<file path="config.mk">
export PLATFORM = sky130hd
export DESIGN_NAME = uart_tx_cfg
export DESIGN_NICKNAME = d
export VERILOG_FILES = /design/src/rtl/uart_pkg.sv /design/src/rtl/sync_fifo.sv /design/src/rtl/uart_tx_cfg.sv
export SDC_FILE = /design/constraint.sdc
export NUM_CORES = 1
export LEC_CHECK = 0
export ABC_AREA = 1
export CORE_MARGIN = 2
export CORE_UTILIZATION = 55
export CTS_BUF_LIST = sky130_fd_sc_hd__clkbuf_4 sky130_fd_sc_hd__clkbuf_8
export CTS_CLUSTER_SIZE = 16
export DETAILED_ROUTE_END_ITERATION = 6
export DONT_BUFFER_PORTS = 1
export PLACE_DENSITY = 0.77
export SLEW_MARGIN = 25
export SYNTH_ARGS = -nofsm -noshare
export SYNTH_HDL_FRONTEND = slang
export SYNTH_SLANG_ARGS = --single-unit
</file>
<file path="constraint.sdc">
create_clock -name clk -period 3.19 [get_ports clk]
set_input_delay 0.4785 -clock clk [delete_from_list [all_inputs] [get_ports clk]]
set_output_delay 0.4785 -clock clk [all_outputs]
set_load 0.05 [all_outputs]
</file>
<file path="src/rtl/uart_pkg.sv">
// -----------------------------------------------------------------------------
// uart_pkg
// Shared definitions for the configurable UART transmitter (and future RX):
//   - parity mode encodings as driven on parity_i
//   - transmitter FSM state encoding
//   - MIN_DIV, the smallest clocks-per-bit value the bit timer supports
// -----------------------------------------------------------------------------
package uart_pkg;

    localparam logic [1:0] PAR_NONE = 2'b00;
    localparam logic [1:0] PAR_EVEN = 2'b01;
    localparam logic [1:0] PAR_ODD  = 2'b10;

    localparam int MIN_DIV = 2;

    typedef enum logic [2:0] {
        IDLE   = 3'd0,
        START  = 3'd1,
        DATA   = 3'd2,
        PARITY = 3'd3,
        STOP   = 3'd4
    } tx_state_e;

endpackage

</file>
<file path="src/rtl/sync_fifo.sv">
// -----------------------------------------------------------------------------
// sync_fifo
// Single-clock FIFO with first-word fall-through read data.
//   clk, resetn  : clock, synchronous active-low reset (clears pointers/level)
//   push_i       : write wdata_i; ignored while full
//   wdata_i      : write data
//   pop_i        : drop the head entry; ignored while empty
//   rdata_o      : head entry (valid while !empty_o)
//   full_o       : no free entries
//   empty_o      : no stored entries
//   level_o      : number of stored entries, 0..DEPTH
// DEPTH must be a power of two, at least 2, so pointers wrap naturally.
// -----------------------------------------------------------------------------
module sync_fifo #(
    parameter int WIDTH = 8,
    parameter int DEPTH = 4
) (
    input  logic                     clk,
    input  logic                     resetn,
    input  logic                     push_i,
    input  logic [WIDTH-1:0]         wdata_i,
    input  logic                     pop_i,
    output logic [WIDTH-1:0]         rdata_o,
    output logic                     full_o,
    output logic                     empty_o,
    output logic [$clog2(DEPTH):0]   level_o
);

    localparam int AW = $clog2(DEPTH);

    logic [WIDTH-1:0] mem_q [DEPTH];
    logic [WIDTH-1:0] mem_d [DEPTH];
    logic [AW-1:0]    wptr_q, wptr_d;
    logic [AW-1:0]    rptr_q, rptr_d;
    logic [AW:0]      level_q, level_d;
    logic             do_push, do_pop;

    assign full_o  = (level_q == (AW+1)'(DEPTH));
    assign empty_o = (level_q == '0);
    assign level_o = level_q;
    assign rdata_o = mem_q[rptr_q];

    assign do_push = push_i && !full_o;
    assign do_pop  = pop_i && !empty_o;

    always_comb begin
        mem_d   = mem_q;
        wptr_d  = wptr_q;
        rptr_d  = rptr_q;
        level_d = level_q;
        if (do_push) begin
            mem_d[wptr_q] = wdata_i;
            wptr_d        = wptr_q + 1'b1;
        end
        if (do_pop) begin
            rptr_d = rptr_q + 1'b1;
        end
        if (do_push && !do_pop) begin
            level_d = level_q + 1'b1;
        end else if (do_pop && !do_push) begin
            level_d = level_q - 1'b1;
        end
    end

    always_ff @(posedge clk) begin
        if (!resetn) begin
            wptr_q  <= '0;
            rptr_q  <= '0;
            level_q <= '0;
        end else begin
            wptr_q  <= wptr_d;
            rptr_q  <= rptr_d;
            level_q <= level_d;
        end
    end

    // Storage carries no reset: an entry is only read after it was written.
    always_ff @(posedge clk) begin
        mem_q <= mem_d;
    end

endmodule

</file>
<file path="src/rtl/uart_tx_cfg.sv">
// -----------------------------------------------------------------------------
// uart_tx_cfg
// UART transmitter with runtime frame format and a FIFO-buffered input.
//   clk, resetn   : clock, synchronous active-low reset (aborts any frame,
//                   discards buffered words)
//   s_valid_i     : source offers s_data_i
//   s_ready_o     : FIFO not full; a word is taken on s_valid_i && s_ready_o
//   s_data_i      : character, sent LSB first
//   div_i         : clocks per bit, values below 2 act as 2
//   parity_i      : 00 none, 01 even, 10 odd, 11 none
//   stop2_i       : 0 one stop bit, 1 two stop bits
//   tx_o          : registered serial line, idles high
//   busy_o        : frame in progress or FIFO non-empty
//   fifo_level_o  : FIFO occupancy
// div_i/parity_i/stop2_i are sampled only when a word is popped, so changes
// mid-frame take effect from the next frame.
// -----------------------------------------------------------------------------
module uart_tx_cfg
    import uart_pkg::*;
#(
    parameter int DATA_BITS  = 8,
    parameter int FIFO_DEPTH = 4,
    parameter int DIV_W      = 16
) (
    input  logic                          clk,
    input  logic                          resetn,
    input  logic                          s_valid_i,
    output logic                          s_ready_o,
    input  logic [DATA_BITS-1:0]          s_data_i,
    input  logic [DIV_W-1:0]              div_i,
    input  logic [1:0]                    parity_i,
    input  logic                          stop2_i,
    output logic                          tx_o,
    output logic                          busy_o,
    output logic [$clog2(FIFO_DEPTH):0]   fifo_level_o
);

    localparam int BW = $clog2(DATA_BITS);

    logic                 fifo_pop;
    logic                 fifo_full;
    logic                 fifo_empty;
    logic [DATA_BITS-1:0] fifo_rdata;

    sync_fifo #(
        .WIDTH (DATA_BITS),
        .DEPTH (FIFO_DEPTH)
    ) u_fifo (
        .clk     (clk),
        .resetn  (resetn),
        .push_i  (s_valid_i),
        .wdata_i (s_data_i),
        .pop_i   (fifo_pop),
        .rdata_o (fifo_rdata),
        .full_o  (fifo_full),
        .empty_o (fifo_empty),
        .level_o (fifo_level_o)
    );

    tx_state_e            state_q, state_d;
    logic                 tx_q, tx_d;
    logic [DATA_BITS-1:0] shreg_q, shreg_d;
    logic                 par_bit_q, par_bit_d;
    logic                 par_en_q, par_en_d;
    logic                 stop2_q, stop2_d;
    logic [DIV_W-1:0]     div_q, div_d;
    logic [DIV_W-1:0]     baud_q, baud_d;
    logic [BW-1:0]        bitcnt_q, bitcnt_d;
    logic                 stopcnt_q, stopcnt_d;

    logic [DIV_W-1:0]     div_eff;
    logic                 bit_end;

    assign div_eff   = (div_i < DIV_W'(MIN_DIV)) ? DIV_W'(MIN_DIV) : div_i;
    assign bit_end   = (baud_q == '0);
    assign s_ready_o = !fifo_full;
    assign busy_o    = (state_q != IDLE) || !fifo_empty;
    assign tx_o      = tx_q;

    always_comb begin
        state_d   = state_q;
        shreg_d   = shreg_q;
        par_bit_d = par_bit_q;
        par_en_d  = par_en_q;
        stop2_d   = stop2_q;
        div_d     = div_q;
        baud_d    = baud_q;
        bitcnt_d  = bitcnt_q;
        stopcnt_d = stopcnt_q;
        fifo_pop  = 1'b0;

        // Bit timer: reload at every bit boundary, otherwise count down.
        if (state_q != IDLE) begin
            baud_d = bit_end ? (div_q - 1'b1) : (baud_q - 1'b1);
        end

        unique case (state_q)
            IDLE: begin
            end
            START: begin
                if (bit_end) begin
                    state_d  = DATA;
                    bitcnt_d = '0;
                end
            end
            DATA: begin
                if (bit_end) begin
                    shreg_d = shreg_q >> 1;
                    if (bitcnt_q == BW'(DATA_BITS - 1)) begin
                        state_d   = par_en_q ? PARITY : STOP;
                        stopcnt_d = 1'b0;
                    end else begin
                        bitcnt_d = bitcnt_q + 1'b1;
                    end
                end
            end
            PARITY: begin
                if (bit_end) begin
                    state_d   = STOP;
                    stopcnt_d = 1'b0;
                end
            end
            STOP: begin
                if (bit_end) begin
                    if (stop2_q && !stopcnt_q) begin
                        stopcnt_d = 1'b1;
                    end else begin
                        state_d = IDLE;
                    end
                end
            end
            default: state_d = IDLE;
        endcase

        // Frame load: from IDLE, or straight out of the last stop bit so that
        // queued words go back-to-back. Overrides the defaults above.
        if (!fifo_empty && ((state_q == IDLE) ||
                            (state_q == STOP && bit_end && !(stop2_q && !stopcnt_q)))) begin
            fifo_pop  = 1'b1;
            state_d   = START;
            shreg_d   = fifo_rdata;
            par_en_d  = (parity_i == PAR_EVEN) || (parity_i == PAR_ODD);
            par_bit_d = (^fifo_rdata) ^ (parity_i == PAR_ODD);
            stop2_d   = stop2_i;
            div_d     = div_eff;
            baud_d    = div_eff - 1'b1;
            bitcnt_d  = '0;
        end
    end

    // Line level follows the current state one clock later, which keeps tx_o
    // on a flop while every bit still lasts exactly div clocks.
    always_comb begin
        unique case (state_q)
            START:   tx_d = 1'b0;
            DATA:    tx_d = shreg_q[0];
            PARITY:  tx_d = par_bit_q;
            default: tx_d = 1'b1;
        endcase
    end

    always_ff @(posedge clk) begin
        if (!resetn) begin
            state_q <= IDLE;
            tx_q    <= 1'b1;
        end else begin
            state_q <= state_d;
            tx_q    <= tx_d;
        end
    end

    // Frame datapath: always reloaded on a pop before being used.
    always_ff @(posedge clk) begin
        shreg_q   <= shreg_d;
        par_bit_q <= par_bit_d;
        par_en_q  <= par_en_d;
        stop2_q   <= stop2_d;
        div_q     <= div_d;
        baud_q    <= baud_d;
        bitcnt_q  <= bitcnt_d;
        stopcnt_q <= stopcnt_d;
    end

endmodule

</file>
==> flow_summary.json <==
{
  "path_clk_slew_ns": 0.10,
  "htreeDepth": 3,
  "drv_slew": 0,
  "cp.arrival_ns": 2.86,
  "cts-root-buf": "clkbuf_8",
  "max_slew_margin": 0.488,
  "syn-instance-count": 543,
  "tns_ns": 0,
  "ys_types": 36,
  "worstMarginPinSlew_ns": 0.766,
  "syn_avg_cell_area_um2": 8.68,
  "path_buf_inv": 2,
  "num_rows": 33,
  "ys_ff_latch": 90,
  "first_pass_iters": 5,
  "postCtsResizedCells": 0,
  "critPathKind": "flip-flop to flip-flop",
  "ir_drop_mv": 0.504,
  "diodes": 0,
  "rsz0062_at_grt": "no",
  "p_per_area_mw_per_mm2": 1060,
  "die_w_um": 96.6,
  "overflow": 0,
  "grt_max_degree": 45,
  "critPathTopFamily": "simple AND/OR/NAND/NOR gates",
  "max_stage_delay_ns": 0.35,
  "fin_crit_sh": 0.853,
  "hold_viol": 0,
  "skew_ns": 0.0104,
  "cap_violations": 0,
  "start_util": 0.571,
  "hp-class": "input pin to flip-flop",
  "slowest_stage": "dfxtp_1",
  "hpwlAfterDp_mm": 6.65,
  "end_kind": "flip-flop",
  "syn_nets": 583,
  "outcome": "completed",
  "worstPathRequired_ns": 3.33,
  "grt_pass1_wl_mm": 14.8,
  "post-place-ws_ns": 0.520,
  "area_growth_pct": 5.66,
  "fin_ws_ns": 0.470,
  "start_kind": "flip-flop",
  "wl_per_cell_um": 14.2,
  "die_area_mm2": 0.00932,
  "holdBufCountCts": 0,
  "finalCoreUtilization": 0.603,
  "fin_cells": 645,
  "layout_min_cycle_time_ns": 2.72,
  "post_cts_buffers": 0,
  "post_drt_via_cell_ratio": 5.26,
  "route.detailed.drc": 0,
  "routabilityCongestion": 0.945,
  "yosysSeqAreaShare": 0.544,
  "finalPower_mw": 5.26,
  "grt_pass1_vias": 3142,
  "layout.nets": 575,
  "clock_latency_ns": 0.37,
  "dp.cells": 629,
  "drt_iter0_drc": 260,
  "clock_path_buffers": 2,
  "antenna_found_initial": 0,
  "vias": 3394,
  "setup_viol": 0,
  "antenna_left": 0,
  "syn_area_mm2": 0.00471,
  "cts_buffers": 9,
  "cts_tree": "yes",
  "critical_path.max_fanout": 44,
  "crit_chain": "nor2_2 -> inv_1 -> nor2_1 -> inv_2 -> nand2_4 -> nand2_4 -> o21ai_2 -> ha_1 -> nand3_2 -> nor2_2 -> nand2_1 -> nand2_1 -> nand2_1",
  "leakagePower_nw": 2.13,
  "ys_warn_count": 0,
  "die_y_um": 96.6,
  "final_layout_size_suffix_gt1_frac": 0.109,
  "coreArea_mm2": 0.00826,
  "io_pins": 36,
  "io_buffers": 0,
  "wl_mm": 9.14,
  "cts.sinks": 90,
  "grt_use_total": 0.213,
  "cpMostUsedCell": "nand2_1",
  "clock.fmax_mhz": 368
}
-- power by group --
group	internal, mW	leakage [nW]	switching, mW
Clock	0.313	0.103	0.473
Combinational	0.740	1.19	1.74
Sequential	1.82	0.840	0.176
Total	2.87	2.13	2.39
-- final timing paths --
kind,cells past startpoint,slack [ns],startpoint,end
setup / recovery,13,0.47,state_q[0],baud_q[14]
hold / removal,0,0.20,div_i[15],div_q[15]
setup reg to reg,13,0.47,state_q[0],baud_q[14]
hold reg to reg,2,0.47,shreg_q[0],tx_o
-- worst register-to-register path, stage by stage, from the launching register on --
cell	delay [ns]
dfxtp_1	0.35
nor2_2	0.14
inv_1	0.05
nor2_1	0.33
inv_2	0.08
nand2_4	0.19
nand2_4	0.30
o21ai_2	0.29
ha_1	0.26
nand3_2	0.15
nor2_2	0.17
nand2_1	0.07
nand2_1	0.06
nand2_1	0.04
-- cells by family (layout without fill, tap and decap cells) --
family                     Yosys count  count (layout)  synth area share
AOI/OAI and AO/OA                   43              43            0.0502
xor gates and xnor gates             9               9            0.0167
adders and majority gates           10              10            0.0281
buffers and inverters               93              90            0.0794
DFF                                 90              90             0.544
and+or+nand+nor                    298             298             0.282
-- cell usage after synthesis --
cell type | number | area share
xnor2_1 | 3 | 0.0056
nand3_2 | 3 | 0.0064
o2111ai_1 | 1 | 0.0019
nand4_1 | 1 | 0.0013
nand2_2 | 8 | 0.011
a21oi_1 | 9 | 0.0096
nor2_1 | 52 | 0.041
o21ai_0 | 24 | 0.025
nand2_1 | 166 | 0.13
fa_1 | 1 | 0.0042
nor2_4 | 5 | 0.012
nor3_1 | 2 | 0.0021
a2111oi_0 | 1 | 0.0019
o22ai_1 | 1 | 0.0013
edfxtp_1 | 76 | 0.48
o21ai_1 | 3 | 0.0032
buf_2 | 5 | 0.0053
ha_1 | 9 | 0.024
buf_4 | 1 | 0.0016
dfxtp_1 | 14 | 0.059
buf_6 | 2 | 0.0048
o22a_1 | 1 | 0.0019
a21boi_0 | 1 | 0.0016
a21o_1 | 1 | 0.0016
nor2_2 | 8 | 0.011
inv_1 | 61 | 0.049
inv_2 | 5 | 0.0040
clkinv_1 | 1 | 0.00080
xor2_1 | 6 | 0.011
clkbuf_1 | 18 | 0.014
nand2_4 | 5 | 0.012
or2_0 | 1 | 0.0013
or2_2 | 1 | 0.0013
o21ai_2 | 1 | 0.0019
nand3b_1 | 3 | 0.0048
nand3_1 | 43 | 0.046
-- per-layer routing --
metal  GRT usage  up-vias  wire, µm
li1            -     1718         -
met1       0.299     1557      4100
met2       0.326      105      4160
met3      0.0520       14       723
met4      0.0751        0       154
met5           0        -         0
-- cells in the final DEF (no fill, tap or decap), types with 2 or more instances in the layout --
cell type and n:
a21oi_1 9, buf_4 7, clkbuf_8 9, clkinv_4 2, clkinv_8 2, dfxtp_1 14
edfxtp_1 76, ha_1 9, inv_1 61, inv_2 5, inv_8 2, nand2_1 166
nand2_2 8, nand2_4 5, nand3_1 43, nand3_2 3, nand3b_1 3, nor2_1 52
nor2_2 8, nor2_4 5, nor3_1 2, o21ai_0 23, o21ai_1 4, xnor2_1 3
xor2_1 6
-- registers in the layout, indices dropped and copies added (netlist names), 2 cells and up --
name and flops:
div_q 16, u_fifo.level_o 3, shreg_q 8, u_fifo.mem_q 32, u_fifo.rptr_q 2, u_fifo.wptr_q 2
bitcnt_q 3, state_q 3, baud_q 16
-- metrics by stage --
| stage | hold slack (ns) | area, µm² |
|---|---|---|
| floorplan | 0.431 | 4710 |
| global placement | 0.469 | 4770 |
| detailed placement | 0.463 | 4770 |
| CTS | 0.186 | 4980 |
| global route | 0.173 | 4980 |
| finish | 0.196 | 4980 |
-- cell type report --
type,count,area [µm²]
fill,700,3280
sequential,90,2560
multi-input combinational,360,1780
inverter,67,251
tap,105,131
clock buffer,9,124
clock inverter,7,81.3
timing repair buffer,7,52.6
(Power assumes the default switching activity.)
